File: src/rtl/led_scan_pkg.sv
// Shared types and helpers for the LED matrix scanner.
// Latency: none (declarations only).
// Backpressure: not applicable.
package led_scan_pkg;

    // Scanner phase: all-off blanking gap, then the row's ON window.
    typedef enum logic [0:0] {
        S_BLANK = 1'b0,
        S_ON    = 1'b1
    } scan_state_t;

    // Width of the row index; never narrower than one bit.
    function automatic int row_w(input int rows);
        return (rows > 1) ? $clog2(rows) : 1;
    endfunction

    // Flat bit position of pixel (row, col) in a row-major frame vector.
    function automatic int pix_idx(input int row, input int col, input int cols);
        return row * cols + col;
    endfunction

endpackage

File: src/rtl/led_matrix_scan_if.sv
// Frame loading channel: one full ROWS x COLS bitmap per valid/ready transfer.
// Latency: transfer completes on the clock edge where valid and ready are both high.
// Backpressure: the scanner holds ready low while its pending buffer is occupied.
interface led_matrix_scan_if #(
    parameter int ROWS = 8,
    parameter int COLS = 8
);
    logic [ROWS*COLS-1:0] frame_d;
    logic                 frame_valid;
    logic                 frame_ready;

    modport master (output frame_d, output frame_valid, input  frame_ready);
    modport slave  (input  frame_d, input  frame_valid, output frame_ready);
endinterface

File: src/rtl/led_frame_buf.sv
// Double frame buffer: pending slot filled by the loader, active slot read by the scanner.
// Latency: accepted frame lands in pending on the transfer edge; moves to active on the next swap.
// Backpressure: frame_ready is the registered inverse of the pending-full flag.
module led_frame_buf #(
    parameter int ROWS = 8,
    parameter int COLS = 8
) (
    input  logic                 clk,
    input  logic                 rst,
    led_matrix_scan_if.slave     frame_if,
    input  logic                 swap,
    output logic [ROWS*COLS-1:0] active
);
    localparam int NPIX = ROWS * COLS;

    logic [NPIX-1:0] pending;
    logic            pend_full;
    logic            pend_full_nx;
    logic            accept;
    logic            promote;

    // A transfer needs ready, and ready implies an empty pending slot, so
    // accept and promote can never fire on the same edge.
    assign accept  = frame_if.frame_valid & frame_if.frame_ready;
    assign promote = swap & pend_full;

    // Next occupancy of the pending slot.
    always_comb begin
        pend_full_nx = pend_full;
        if (accept) begin
            pend_full_nx = 1'b1;
        end else if (promote) begin
            pend_full_nx = 1'b0;
        end
    end

    // Buffer storage, occupancy flag and registered ready.
    always_ff @(posedge clk) begin
        if (rst) begin
            pending              <= '0;
            active               <= '0;
            pend_full            <= 1'b0;
            frame_if.frame_ready <= 1'b0;
        end else begin
            if (accept) begin
                pending <= frame_if.frame_d;
            end
            if (promote) begin
                active <= pending;
            end
            pend_full            <= pend_full_nx;
            frame_if.frame_ready <= ~pend_full_nx;
        end
    end

endmodule

File: src/rtl/led_matrix_scan.sv
// Row-multiplexed ROWS x COLS LED scanner: per-row blanking gap, ON window of div_i+1 clocks, global PWM.
// Latency: all outputs registered; a loaded frame is shown from the next row-0 boundary (tear-free swap).
// Backpressure: frame_ready low while a frame waits in the pending buffer. Option: LED_SCAN_SKIP_EMPTY_EN.
module led_matrix_scan
    import led_scan_pkg::*;
#(
    parameter  int ROWS         = 8,
    parameter  int COLS         = 8,
    parameter  int DIV_W        = 12,
    parameter  int PWM_BITS     = 4,
    parameter  int BLANK_CYCLES = 2,
    localparam int RW           = row_w(ROWS)
) (
    input  logic                clk,
    input  logic                rst,
    input  logic [DIV_W-1:0]    div_i,
    input  logic [PWM_BITS-1:0] brightness,
    led_matrix_scan_if.slave    frame_if,
    output logic [ROWS-1:0]     row_on,
    output logic [COLS-1:0]     col_on,
    output logic [RW-1:0]       row_idx,
    output logic                frame_start
);
    localparam int NPIX  = ROWS * COLS;
    localparam int BW    = $clog2(BLANK_CYCLES) + 1;
    localparam int CNT_W = (DIV_W > BW) ? DIV_W : BW;

    localparam logic [CNT_W-1:0]    BLANK_LAST = CNT_W'(BLANK_CYCLES - 1);
    localparam logic [RW-1:0]       ROW_LAST   = RW'(ROWS - 1);
    localparam logic [PWM_BITS-1:0] PWM_FULL   = '1;
    localparam logic [ROWS-1:0]     ROW_ONE    = {{(ROWS-1){1'b0}}, 1'b1};

    scan_state_t         state, state_nx;
    logic [CNT_W-1:0]    cnt, cnt_nx;
    logic [RW-1:0]       row_nx;
    logic [RW-1:0]       row_inc;
    logic                row_wrap;
    logic [PWM_BITS-1:0] pwm_cnt, pwm_nx;
    logic                running;
    logic                adv;
    logic                swap;
    logic                fs_nx;
    logic                lit_nx;
    logic                skip_row;
    logic [ROWS-1:0]     row_on_nx;
    logic [COLS-1:0]     col_on_nx;
    logic [NPIX-1:0]     active;
    logic [COLS-1:0]     row_bits;

    led_frame_buf #(
        .ROWS (ROWS),
        .COLS (COLS)
    ) u_frame_buf (
        .clk      (clk),
        .rst      (rst),
        .frame_if (frame_if),
        .swap     (swap),
        .active   (active)
    );

    // Pixel bits of the row being scanned, taken from the displayed buffer.
    assign row_bits = active[pix_idx(int'(row_idx), 0, COLS) +: COLS];

    assign row_wrap = (row_idx == ROW_LAST);
    assign row_inc  = row_wrap ? '0 : row_idx + 1'b1;

`ifdef LED_SCAN_SKIP_EMPTY_EN
    // Dark rows give up their ON window, so sparse images refresh faster.
    assign skip_row = (row_bits == '0);
`else
    assign skip_row = 1'b0;
`endif

    // Next-state, counters and the registered-output values for the coming cycle.
    always_comb begin
        state_nx  = state;
        cnt_nx    = cnt;
        row_nx    = row_idx;
        pwm_nx    = pwm_cnt;
        adv       = 1'b0;
        swap      = 1'b0;
        fs_nx     = 1'b0;
        lit_nx    = 1'b0;
        row_on_nx = '0;
        col_on_nx = '0;

        if (!running) begin
            // First cycle out of reset opens the blanking gap of row 0.
            state_nx = S_BLANK;
            cnt_nx   = BLANK_LAST;
            row_nx   = '0;
            fs_nx    = 1'b1;
        end else begin
            unique case (state)
                S_BLANK: begin
                    if (cnt != '0) begin
                        cnt_nx = cnt - 1'b1;
                    end else if (skip_row) begin
                        adv = 1'b1;
                    end else begin
                        // ON length is fixed here; later div_i edits wait for the next row.
                        state_nx = S_ON;
                        cnt_nx   = CNT_W'(div_i);
                        pwm_nx   = '0;
                    end
                end
                S_ON: begin
                    if (cnt != '0) begin
                        cnt_nx = cnt - 1'b1;
                        pwm_nx = pwm_cnt + 1'b1;
                    end else begin
                        adv = 1'b1;
                    end
                end
                default: begin
                    state_nx = S_BLANK;
                    cnt_nx   = BLANK_LAST;
                end
            endcase

            if (adv) begin
                // Leaving a row: blank the next one; wrapping to row 0 is the only swap point.
                state_nx = S_BLANK;
                cnt_nx   = BLANK_LAST;
                row_nx   = row_inc;
                swap     = row_wrap;
                fs_nx    = row_wrap;
            end
        end

        lit_nx = (brightness == PWM_FULL) || (pwm_nx < brightness);

        // An ON cycle always stays on the current row, so row_bits is the right slice.
        if (state_nx == S_ON) begin
            row_on_nx = ROW_ONE << row_nx;
            col_on_nx = row_bits & {COLS{lit_nx}};
        end
    end

    // Scanner state and registered matrix drive.
    always_ff @(posedge clk) begin
        if (rst) begin
            state       <= S_BLANK;
            cnt         <= '0;
            row_idx     <= '0;
            pwm_cnt     <= '0;
            running     <= 1'b0;
            row_on      <= '0;
            col_on      <= '0;
            frame_start <= 1'b0;
        end else begin
            state       <= state_nx;
            cnt         <= cnt_nx;
            row_idx     <= row_nx;
            pwm_cnt     <= pwm_nx;
            running     <= 1'b1;
            row_on      <= row_on_nx;
            col_on      <= col_on_nx;
            frame_start <= fs_nx;
        end
    end

endmodule

File: src/flat_wrapper.sv
// flat-port wrapper written by rule: the top's interface ports become plain ports
module led_matrix_scan_flat import led_scan_pkg::*;
#(
    parameter  int ROWS         = 8,
    parameter  int COLS         = 8,
    parameter  int DIV_W        = 12,
    parameter  int PWM_BITS     = 4,
    parameter  int BLANK_CYCLES = 2,
    localparam int RW           = row_w(ROWS)
)
  (clk, rst, div_i, brightness, row_on, col_on, row_idx, frame_start, frame_if_frame_d, frame_if_frame_valid, frame_if_frame_ready);
  led_matrix_scan_if #(.ROWS(ROWS), .COLS(COLS)) frame_if_i ();
  input  logic clk;
  input  logic rst;
  input  logic [DIV_W-1:0] div_i;
  input  logic [PWM_BITS-1:0] brightness;
  output logic [ROWS-1:0] row_on;
  output logic [COLS-1:0] col_on;
  output logic [RW-1:0] row_idx;
  output logic frame_start;
  input wire logic [$bits(frame_if_i.frame_d)-1:0] frame_if_frame_d;
  input wire logic [$bits(frame_if_i.frame_valid)-1:0] frame_if_frame_valid;
  output wire logic [$bits(frame_if_i.frame_ready)-1:0] frame_if_frame_ready;
  assign frame_if_i.frame_d = frame_if_frame_d;
  assign frame_if_i.frame_valid = frame_if_frame_valid;
  assign frame_if_frame_ready = frame_if_i.frame_ready;
  led_matrix_scan #(.ROWS(ROWS), .COLS(COLS), .DIV_W(DIV_W), .PWM_BITS(PWM_BITS), .BLANK_CYCLES(BLANK_CYCLES)) u_core (.clk(clk), .rst(rst), .div_i(div_i), .brightness(brightness), .frame_if(frame_if_i), .row_on(row_on), .col_on(col_on), .row_idx(row_idx), .frame_start(frame_start));
endmodule
File: config.mk
export PLATFORM = sky130hd
export DESIGN_NAME = led_matrix_scan_flat
export DESIGN_NICKNAME = d
export VERILOG_FILES = /design/src/rtl/led_scan_pkg.sv /design/src/rtl/led_matrix_scan_if.sv /design/src/rtl/led_frame_buf.sv /design/src/rtl/led_matrix_scan.sv /design/src/flat_wrapper.sv
export SDC_FILE = /design/constraint.sdc
export NUM_CORES = 1
export LEC_CHECK = 0
export CAP_MARGIN = 40
export CORE_MARGIN = 8
export CORE_UTILIZATION = 30
export CTS_CLUSTER_SIZE = 30
export DETAILED_ROUTE_END_ITERATION = 8
export DONT_BUFFER_PORTS = 1
export MAX_ROUTING_LAYER = met4
export PLACE_DENSITY = 0.56
export SETUP_SLACK_MARGIN = 0.1
export SLEW_MARGIN = 0
export SYNTH_ARGS = -nofsm -noshare
export SYNTH_HDL_FRONTEND = slang
export SYNTH_SLANG_ARGS = --single-unit
File: constraint.sdc
create_clock -name clk -period 4.4 [get_ports clk]
set_input_delay 0.66 -clock clk [delete_from_list [all_inputs] [get_ports clk]]
set_output_delay 0.66 -clock clk [all_outputs]
set_load 0.01 [all_outputs]
After elaboration in Yosys (flattened, before gate mapping)

Index checks and enable logic that the tools add are counted.

Bits in registers: 168
Bits of input ports: 83
Output and inout bits: 21
Logic and storage cells: 58

Add/sub/neg operators: 3
Order comparisons: 1
Eq/ne operators: 4
Shift-type cells: 2
Multiplexer cells: 24
Bitwise logic cells: 7
Reduce and logical (&&, ||, !) cells: 4

Operators by type and width:

| kind                                               | number |
|---|---|
| variable part select 64 x 7 -> 8 bit               | 1 |
| 2-to-1 mux 12 bit                                  | 2 |
| one-hot mux 12 bit (2 select lines)                | 1 |
| 2-to-1 mux 1 bit                                   | 13 |
| 2-to-1 mux 4 bit                                   | 3 |
| nonzero test 12 bit                                | 1 |
| subtractor 12 x 1 -> 12 bit, second input constant | 1 |
| 2-to-1 mux 3 bit                                   | 3 |
| bitwise AND 8 bit                                  | 1 |
| one-hot mux 4 bit (2 select lines)                 | 1 |
| left shift 1 x 3 -> 8 bit, first input constant    | 1 |
| adder 4 x 1 -> 4 bit, second input constant        | 1 |
| equality test 4 bit, second input constant         | 1 |
| less-than comparator 4 bit                         | 1 |
| != test 4 bit, second input constant               | 1 |
| NOT 1 bit                                          | 4 |
| adder 3 x 1 -> 3 bit, second input constant        | 1 |
| equality test 3 bit, second input constant         | 1 |
| OR reduction 3 bit                                 | 1 |
| bitwise AND 1 bit                                  | 2 |
| != test 2 bit, second input constant               | 1 |
| one-hot mux 1 bit (2 select lines)                 | 1 |
| OR reduction 2 bit                                 | 1 |
| logical OR 1 bit                                   | 1 |

Longest topological paths before layout

Gate-level depths: netlist of the first run.

Depth in word-level cells: 10
Depth in mapped cells: 13
Mapped depth without buffers: 12

By module

A second synthesis of the first run with hierarchy kept.

Cell total of the unflattened synthesis: 728
Area, all modules: 7358.3 um^2

Modules (own cells, without submodules):

| module          | instances | cells each | area an instance (um^2) | seq. area each (um^2) |
|---|---|---|---|---|
| led_frame_buf   | 1         | 505        | 5173.7                  | 2602.5 |
| led_matrix_scan | 1         | 223        | 2184.6                  | 760.7 |

Least setup slack after synthesis of the first run

No wires, ideal clock.

Path type: reg2reg
Start: register u_core.cnt[0]
End: register u_core.col_on[0]
Data arrival time: 3073 ps
Path slack: 1190 ps
Stages on the path, launching flop included: 14
Path buffers: 1
Clock period less this slack: 3210 ps
Path through: dfxtp_1 inv_1 ha_1 or4b_4 or3_2 buf_6 inv_2 mux2_1 nand2_1 ha_1 o211ai_1 a211o_1 a31oi_1 nor2_1

Elaborated cells on any way between the ends: 16
Classes of those cells: order compare (1); mux (10); bitwise (2); reduce/logical (3)

RTL lines:

| what                                 | RTL line                                      | text |
|---|---|---|
| start: declaration                   | led_matrix_scan.sv:34                         | `logic [CNT_W-1:0] cnt, cnt_nx;` |
| start signal: assignment             | led_matrix_scan.sv:153                        | `cnt <= cnt_nx;` |
| nonzero test 12 bit *                | led_matrix_scan.sv:96, led_matrix_scan.sv:108 |  |
| 2-to-1 mux 4 bit (on tied branches)  | led_matrix_scan.sv:108, led_matrix_scan.sv:96 |  |
| one-hot mux 4 bit (2 select lines) * | led_matrix_scan.sv:94                         | `unique case (state)` |
| 2-to-1 mux 4 bit *                   | led_matrix_scan.sv:87                         | `if (!running) begin` |
| via u_core.pwm_nx[2]                 | led_matrix_scan.sv:38                         | `logic [PWM_BITS-1:0] pwm_cnt, pwm_nx;` |
| less-than comparator 4 bit *         | led_matrix_scan.sv:131                        | `lit_nx = (brightness == PWM_FULL) \|\| (pwm_nx < brightness);` |
| logical OR 1 bit *                   | led_matrix_scan.sv:131                        |  |
| bitwise AND 8 bit *                  | led_matrix_scan.sv:136                        | `col_on_nx = row_bits & {COLS{lit_nx}};` |
| end signal: assignment               | led_matrix_scan.sv:158                        | `col_on <= col_on_nx;` |
| end: declaration                     | led_matrix_scan.sv:20                         | `output logic [COLS-1:0] col_on,` |

Mark *: on every way through the listed nets, which the timed path passes. The rest lies on a longest branch. The select of a mux whose other input is x is not followed.
A chain may end at the register's enable or synchronous reset.

Final worst setup path of the first run

Start: register u_core.cnt[0]
End: register u_core.u_frame_buf.active[60]

Cells in the longest elaborated chain, start to end: 7

RTL lines:

| what                               | RTL line               | text |
|---|---|---|
| nonzero test 12 bit                | led_matrix_scan.sv:108 | `if (cnt != '0) begin` |
| 2-to-1 mux 1 bit                   | led_matrix_scan.sv:108 |  |
| one-hot mux 1 bit (2 select lines) | led_matrix_scan.sv:94  |  |
| 2-to-1 mux 1 bit                   | led_matrix_scan.sv:87  |  |
| 2-to-1 mux 1 bit                   | led_matrix_scan.sv:121 | `if (adv) begin` |
| 2-to-1 mux 1 bit                   | led_matrix_scan.sv:87  |  |
| bitwise AND 1 bit                  | led_frame_buf.sv:25    | `assign promote = swap & pend_full;` |
| end signal: assignment             | led_frame_buf.sv:49    | `active <= pending;` |
| end: declaration                   | led_frame_buf.sv:12    | `output logic [ROWS*COLS-1:0] active` |

No other way between the ends. The select of a mux whose other input is x is not followed.

==> reports/qor.yml, run 1 <==
run_status: "finished clean"
report.final.slew_viol_count: 0
least_margin_pin_slew_ns: 0.720
yosysSeqAreaShare_pct: 51.0
clock-sinks: 168
clk_latency_ns: 0.42
cts-resized-gates: 0
gp_congestion: 0.816
regToRegSetupSlack_ns: 1.04
n_fill_cell: 2255
regArea_sq_um: 3360
finalPower_w: 0.00358
worst_setup_hold_path_clk_slew_ns: 0.07
path_category_of_the_worst_min_delay_check: "in -> reg"
grt_pass1_vias: 4831
clk_root_buffer_cell: "clkbuf_16"
syn_area_sq_um: 6600
fraction_of_final_layout_cells_sized_beyond_drive_strength_1_pct: 8.67
drt-wirelength-per-cell_um: 15.6
synth_warnings: 0
die_y_um: 164
remaining_number_of_nets_flagged_by_the_antenna_check_after_routing: 0
p_per_area_nw_per_um2: 484
final_common_cell: "nand2_1"
initial_utilization_pct: 30.4
via_count: 5001
grt_overflow_total: 0
synth.net_count: 880
shortest_clock_period_the_worst_path_allows_after_layout_ns: 3.36
synth.lib_cells_used.distinct: 41
clock.fmax_ghz: 0.298
setup_violations: 0
cts_tree: "done"
kind_of_end_point_of_the_critical_path: "flop"
clock_skew_ns: 0.00811
critical_path.startpoint_type: "flop"
cts-buffers-inserted: 17
grt_pass1_wl_um: 26400
drt_first_pass_iters: 4
multi_input_comb_area_sq_um: 2980
ys_seq_elements: 168
layout.nets: 854
top_level_ports: 104
synth-async-reset-ratio_pct: 0
synthCells: 787
h-tree-depth: 4
rsz_0062_raised_after_global_routing: "false"
cellLeakagePower_nw: 2.50
insertedDiodeCount: 0
die_area_sq_um: 27000
overall_track_demand_over_capacity_in_global_routing_pct: 12.8
slew_headroom_pct: 51.9
flow.area_growth_from_synthesis_pct: 12.0
path_class: "reg -> reg"
avgSynthCellArea_sq_um: 8.39
synth-main-ff-cell: "dfxtp_1"
final.setup.tns_ns: 0
worstPathArrival_ns: 3.71
hpwlAfterDp_um: 11000
dr.first_iter.drc_count: 346
synth_enable_flop_cells: 0
worstPathMaxFanout: 44
horizontal_extent_of_the_die_um: 164
post_cts_hold_buffer_count: 0
fp.coreArea_sq_um: 21700
largest_net_degree_at_the_start_of_global_routing: 139
drc_errors: 0
initial_antenna_violation_count: 0
finalHoldViolations: 0
portBuffers: 0
cap_viol_max_count: 0
layout_worst_path_cycle_share_pct: 76.4
cts_post_setup_buffers_inserted: 0
max-clock-path-buffers: 2
most_used_cells_in_the_layout_excluding_fill_and_tap_cells: "nand2_1, dfxtp_1, a21oi_1, nor2_1, clkbuf_16"
wl_um: 16400
vdd_drop_max_mv: 0.187
vias_per_cell: 4.75
fp-row-count: 54
worstPathRequired_ns: 4.75
[logic make-up after synthesis]
kind of cell               after synthesis  share of synthesized area [%]
muxes                                   30                           7.60
adders and majority gates               10                           1.90
buffers and inverters                   63                           4.00
AOI/OAI and AO/OA                      158                           12.6
xor gates and xnor gates                11                           1.46
and+or+nand+nor                        347                           21.5
DFF                                    168                           51.0
[per-stage QoR]
stage               area, sq um  util (%)  setup slack (ns)  cells  hold WS, ns
global placement           6810      31.4              1.09   1022        0.439
CTS                        7390      34.1              1.01   1053        0.313
detailed placement         6810      31.4              1.04   1022        0.442
global route               7390      34.1             0.745   1053        0.289
floorplan                  6600         -              1.19    787        0.432
finish                     7390      34.1              1.04   1053        0.321
[sequential cells by signal (all words and copies together), names as in the netlist]
signal / cells
u_core.u_frame_buf.active: 64
u_core.col_on: 8
u_core.row_idx: 3
u_core.u_frame_buf.pending: 64
u_core.cnt: 12
u_core.u_frame_buf.pend_full: 1
u_core.row_on: 8
u_core.running: 1
u_core.frame_start: 1
u_core.state: 1
u_core.u_frame_buf.frame_if.frame_ready: 1
u_core.pwm_cnt: 4
[synth_stat cells (2+ instances only)]
cell type / number / area (sq um)
or3_2: 2 / 15.0
o21ai_0: 9 / 45.0
nand4_1: 4 / 25.0
and3_1: 2 / 12.5
a31oi_1: 4 / 25.0
mux4_2: 16 / 360
xor2_1: 5 / 43.8
mux2i_1: 13 / 130
a211oi_2: 2 / 25.0
inv_1: 9 / 33.8
and3b_1: 2 / 17.5
nand3_1: 5 / 25.0
nand2_1: 269 / 1010
ha_1: 10 / 125
buf_6: 2 / 22.5
dfxtp_1: 168 / 3360
nor2b_1: 2 / 12.5
a21oi_1: 138 / 691
clkbuf_1: 42 / 158
xnor2_1: 6 / 52.6
nor3_1: 13 / 65.1
nor2_1: 34 / 128
nor4b_1: 2 / 17.5
a211oi_1: 2 / 15.0
and2_1: 2 / 12.5
nor4_1: 3 / 18.8
buf_1: 7 / 26.3
[final timing paths]
kind | to | cells after the start | start
worst max-delay path | u_core.u_frame_buf.active[60] | 12 | u_core.cnt[0]
worst min-delay path | u_core.cnt[0] | 1 | rst
worst max register to register | u_core.u_frame_buf.active[60] | 12 | u_core.cnt[0]
worst min register to register | u_core.u_frame_buf.active[13] | 2 | u_core.u_frame_buf.pending[13]
[power by group]
group          switching, W  total, W  leakage [nW]  internal, W
clock              0.000658   0.00149         0.293     0.000832
combinational      0.000252  0.000429         0.844     0.000177
sequential        0.0000706   0.00166          1.36      0.00159
[worst max-delay path: stages, from the launching register on]
cell,delay (ns)
dfxtp_1,0.34
inv_1,0.08
ha_1,0.20
or4b_4,0.52
or3_2,0.55
inv_2,0.12
ha_1,0.14
buf_4,0.20
nand3_1,0.15
nor2_4,0.45
buf_12,0.28
nand2_1,0.09
a21oi_1,0.12
[per-layer routing]
layer,global-route usage [%],vias to the layer above,wire [um]
li1,-,2588,-
met5,-,-,0
met2,18.6,102,7200
met1,16.9,2302,8230
met3,3.66,9,859
met4,3.68,0,125
[area by class of cell]
| type | count | share of cell area, % |
|---|---|---|
| flip-flops and latches | 168 | 45.5 |
| clock buffers | 19 | 6.13 |
| clock inverters | 12 | 1.79 |
| multi-input cells | 556 | 40.4 |
| well taps | 280 | 4.74 |
| repair buffers | 8 | 0.982 |
| inverters | 10 | 0.508 |
(Power assumes the default switching activity.)
==> run 2, diff against run 1 <==
==> constraint.sdc (replaced) <==
create_clock -name clk -period 3.15 [get_ports clk]
set_input_delay 0.4725 -clock clk [delete_from_list [all_inputs] [get_ports clk]]
set_output_delay 0.4725 -clock clk [all_outputs]
set_load 0.01 [all_outputs]
==> run 2 against run 1 <==
Effect of this change: final cell count up 0.95%; worst hold slack worse by 0.19 ns; sequential power grew 40%; power up 43%; cell area grew 2.4%; non-clock buffer count up 9; first-iteration DRC count increased by 3.8%; sequential share of layout area down 1.0 points; routed wire length up 5.4%; utilization increased by 0.81 points.
==> reports/qor.yml, run 2 (synthesis results as in run 1) <==
clk_root_buffer_cell: "clkbuf_16"
path_class: "reg -> reg"
shortest_clock_period_the_worst_path_allows_after_layout_ns: 2.95
overall_track_demand_over_capacity_in_global_routing_pct: 13.2
setup_violations: 0
remaining_number_of_nets_flagged_by_the_antenna_check_after_routing: 0
max-clock-path-buffers: 2
initial_antenna_violation_count: 0
report.final.slew_viol_count: 0
hpwlAfterDp_um: 11900
layout_worst_path_cycle_share_pct: 93.7
dr.first_iter.drc_count: 359
path_category_of_the_worst_min_delay_check: "in -> reg"
fp-row-count: 54
most_used_cells_in_the_layout_excluding_fill_and_tap_cells: "nand2_1, dfxtp_1, a21oi_1, nor2_1, clkbuf_16"
cts-buffers-inserted: 17
worst_path_setup_slack_after_routing_ns: 0.198
worstPathArrival_ns: 3.24
largest_registers_ranked_by_flip_flop_count: "u_core.u_frame_buf.active x64, u_core.u_frame_buf.pending x64, u_core.cnt x12"
rsz_0062_raised_after_global_routing: "true"
worstHoldPathCells: 1
wl_um: 17300
slew_headroom_pct: 59.8
worst_setup_hold_path_clk_slew_ns: 0.07
initial_utilization_pct: 30.4
kind_of_end_point_of_the_critical_path: "flop"
cp_cell_sequence: "inv_2, ha_4, or4b_4, or3_4, a221oi_4, nand2_1, ha_1, o211ai_1, a211o_1, a31oi_4, nor2_1"
die_y_um: 164
grt_pass1_vias: 4968
final_common_cell: "nand2_1"
worstPathMaxFanout: 8
worstHoldStart: "rst"
vias_per_cell: 4.83
clock.fmax_ghz: 0.339
cp_slowest_stage_delay_ns: 0.46
final.setup.tns_ns: 0
die_area_sq_um: 27000
p_per_area_nw_per_um2: 676
horizontal_extent_of_the_die_um: 164
drc_errors: 0
drt-wirelength-per-cell_um: 16.3
clk_latency_ns: 0.42
portBuffers: 0
h-tree-depth: 4
via_count: 5134
largest_net_degree_at_the_start_of_global_routing: 139
cellLeakagePower_nw: 2.58
finalHoldViolations: 0
worst_r2r_path_depth: 11
fraction_of_final_layout_cells_sized_beyond_drive_strength_1_pct: 11.1
clock_skew_ns: 0.0163
cts_tree: "done"
crit_slowest_cell: "or4b_4"
cap_viol_max_count: 0
run_status: "finished clean"
worstPathRequired_ns: 3.44
layout.nets: 863
place_ws_ns: -0.0139
drt_first_pass_iters: 4
flow.area_growth_from_synthesis_pct: 14.7
rr_startpoint: "u_core.cnt[1]"
vdd_drop_max_mv: 0.311
grt_overflow_total: 0
critical_path.startpoint_type: "flop"
timing.critical_path.from: "u_core.cnt[1]"
fp.coreArea_sq_um: 21700
grt_pass1_wl_um: 27000
clock-sinks: 168
gp_congestion: 0.851
insertedDiodeCount: 0
top_level_ports: 104
least_margin_pin_slew_ns: 0.604
## run 2: metal layers
layer | track usage (%) | up-vias | wire length, um | share of wire [%]
li1 | - | 2581 | - | -
met1 | 17.5 | 2430 | 8250 | 48
met2 | 19.4 | 114 | 7750 | 45
met3 | 3.91 | 9 | 1170 | 6.8
met4 | 3.18 | 0 | 134 | 0.77
met5 | - | - | 0 | 0
## run 2: worst max-delay path, delay by kind of cell, from the launching register on
| kind | cells | cell delay (ns) |
|---|---|---|
| and+or+nand+nor | 4 | 1.08 |
| AOI/OAI and AO/OA | 4 | 0.93 |
| adders and majority gates | 2 | 0.41 |
| DFF | 1 | 0.33 |
| buffers and inverters | 1 | 0.07 |
## run 2: what timing repair did
item                                    in CTS  in global routing
hold buffers                                 0                  0
endpoints found under the setup margin       8                  8
resized for setup                            3                 11
pin swaps                                    4                 13
buffers inserted                             1                  1
## run 2: final cells by class
cell class | count | area, sq um
Clock buffer | 19 | 443
Sequential cell | 168 | 3360
Fill cell | 2232 | 14100
Clock inverter | 13 | 159
Multi-Input combinational cell | 556 | 3050
Timing Repair Buffer | 17 | 165
Inverter | 10 | 40.0
Tap cell | 280 | 350
## run 2: path summary, 6_finish.rpt
check / to / slack [ns]
worst max register to register: u_core.col_on[6] / 0.20
worst min register to register: u_core.u_frame_buf.active[12] / 0.45
worst max-delay path: u_core.col_on[6] / 0.20
worst min-delay path: u_core.cnt[0] / 0.13
## run 2: where the power goes
group	internal (W)	total, W	switching, W
clock	0.00122	0.00214	0.000926
combinational	0.000281	0.000659	0.000378
sequential	0.00222	0.00232	0.0000945
total	0.00372	0.00512	0.00140
## run 2: per-stage QoR
step	area (sq um)	utilization [%]	hold slack, ns	power (W)	cells
floorplan	6620	-	0.432	0.00293	787
global placement	6900	31.8	0.439	0.00298	1029
detailed placement	6900	31.8	0.441	0.00298	1029
CTS	7520	34.7	0.131	0.00515	1062
global route	7570	34.9	0.107	0.00536	1063
finish	7570	34.9	0.127	0.00512	1063
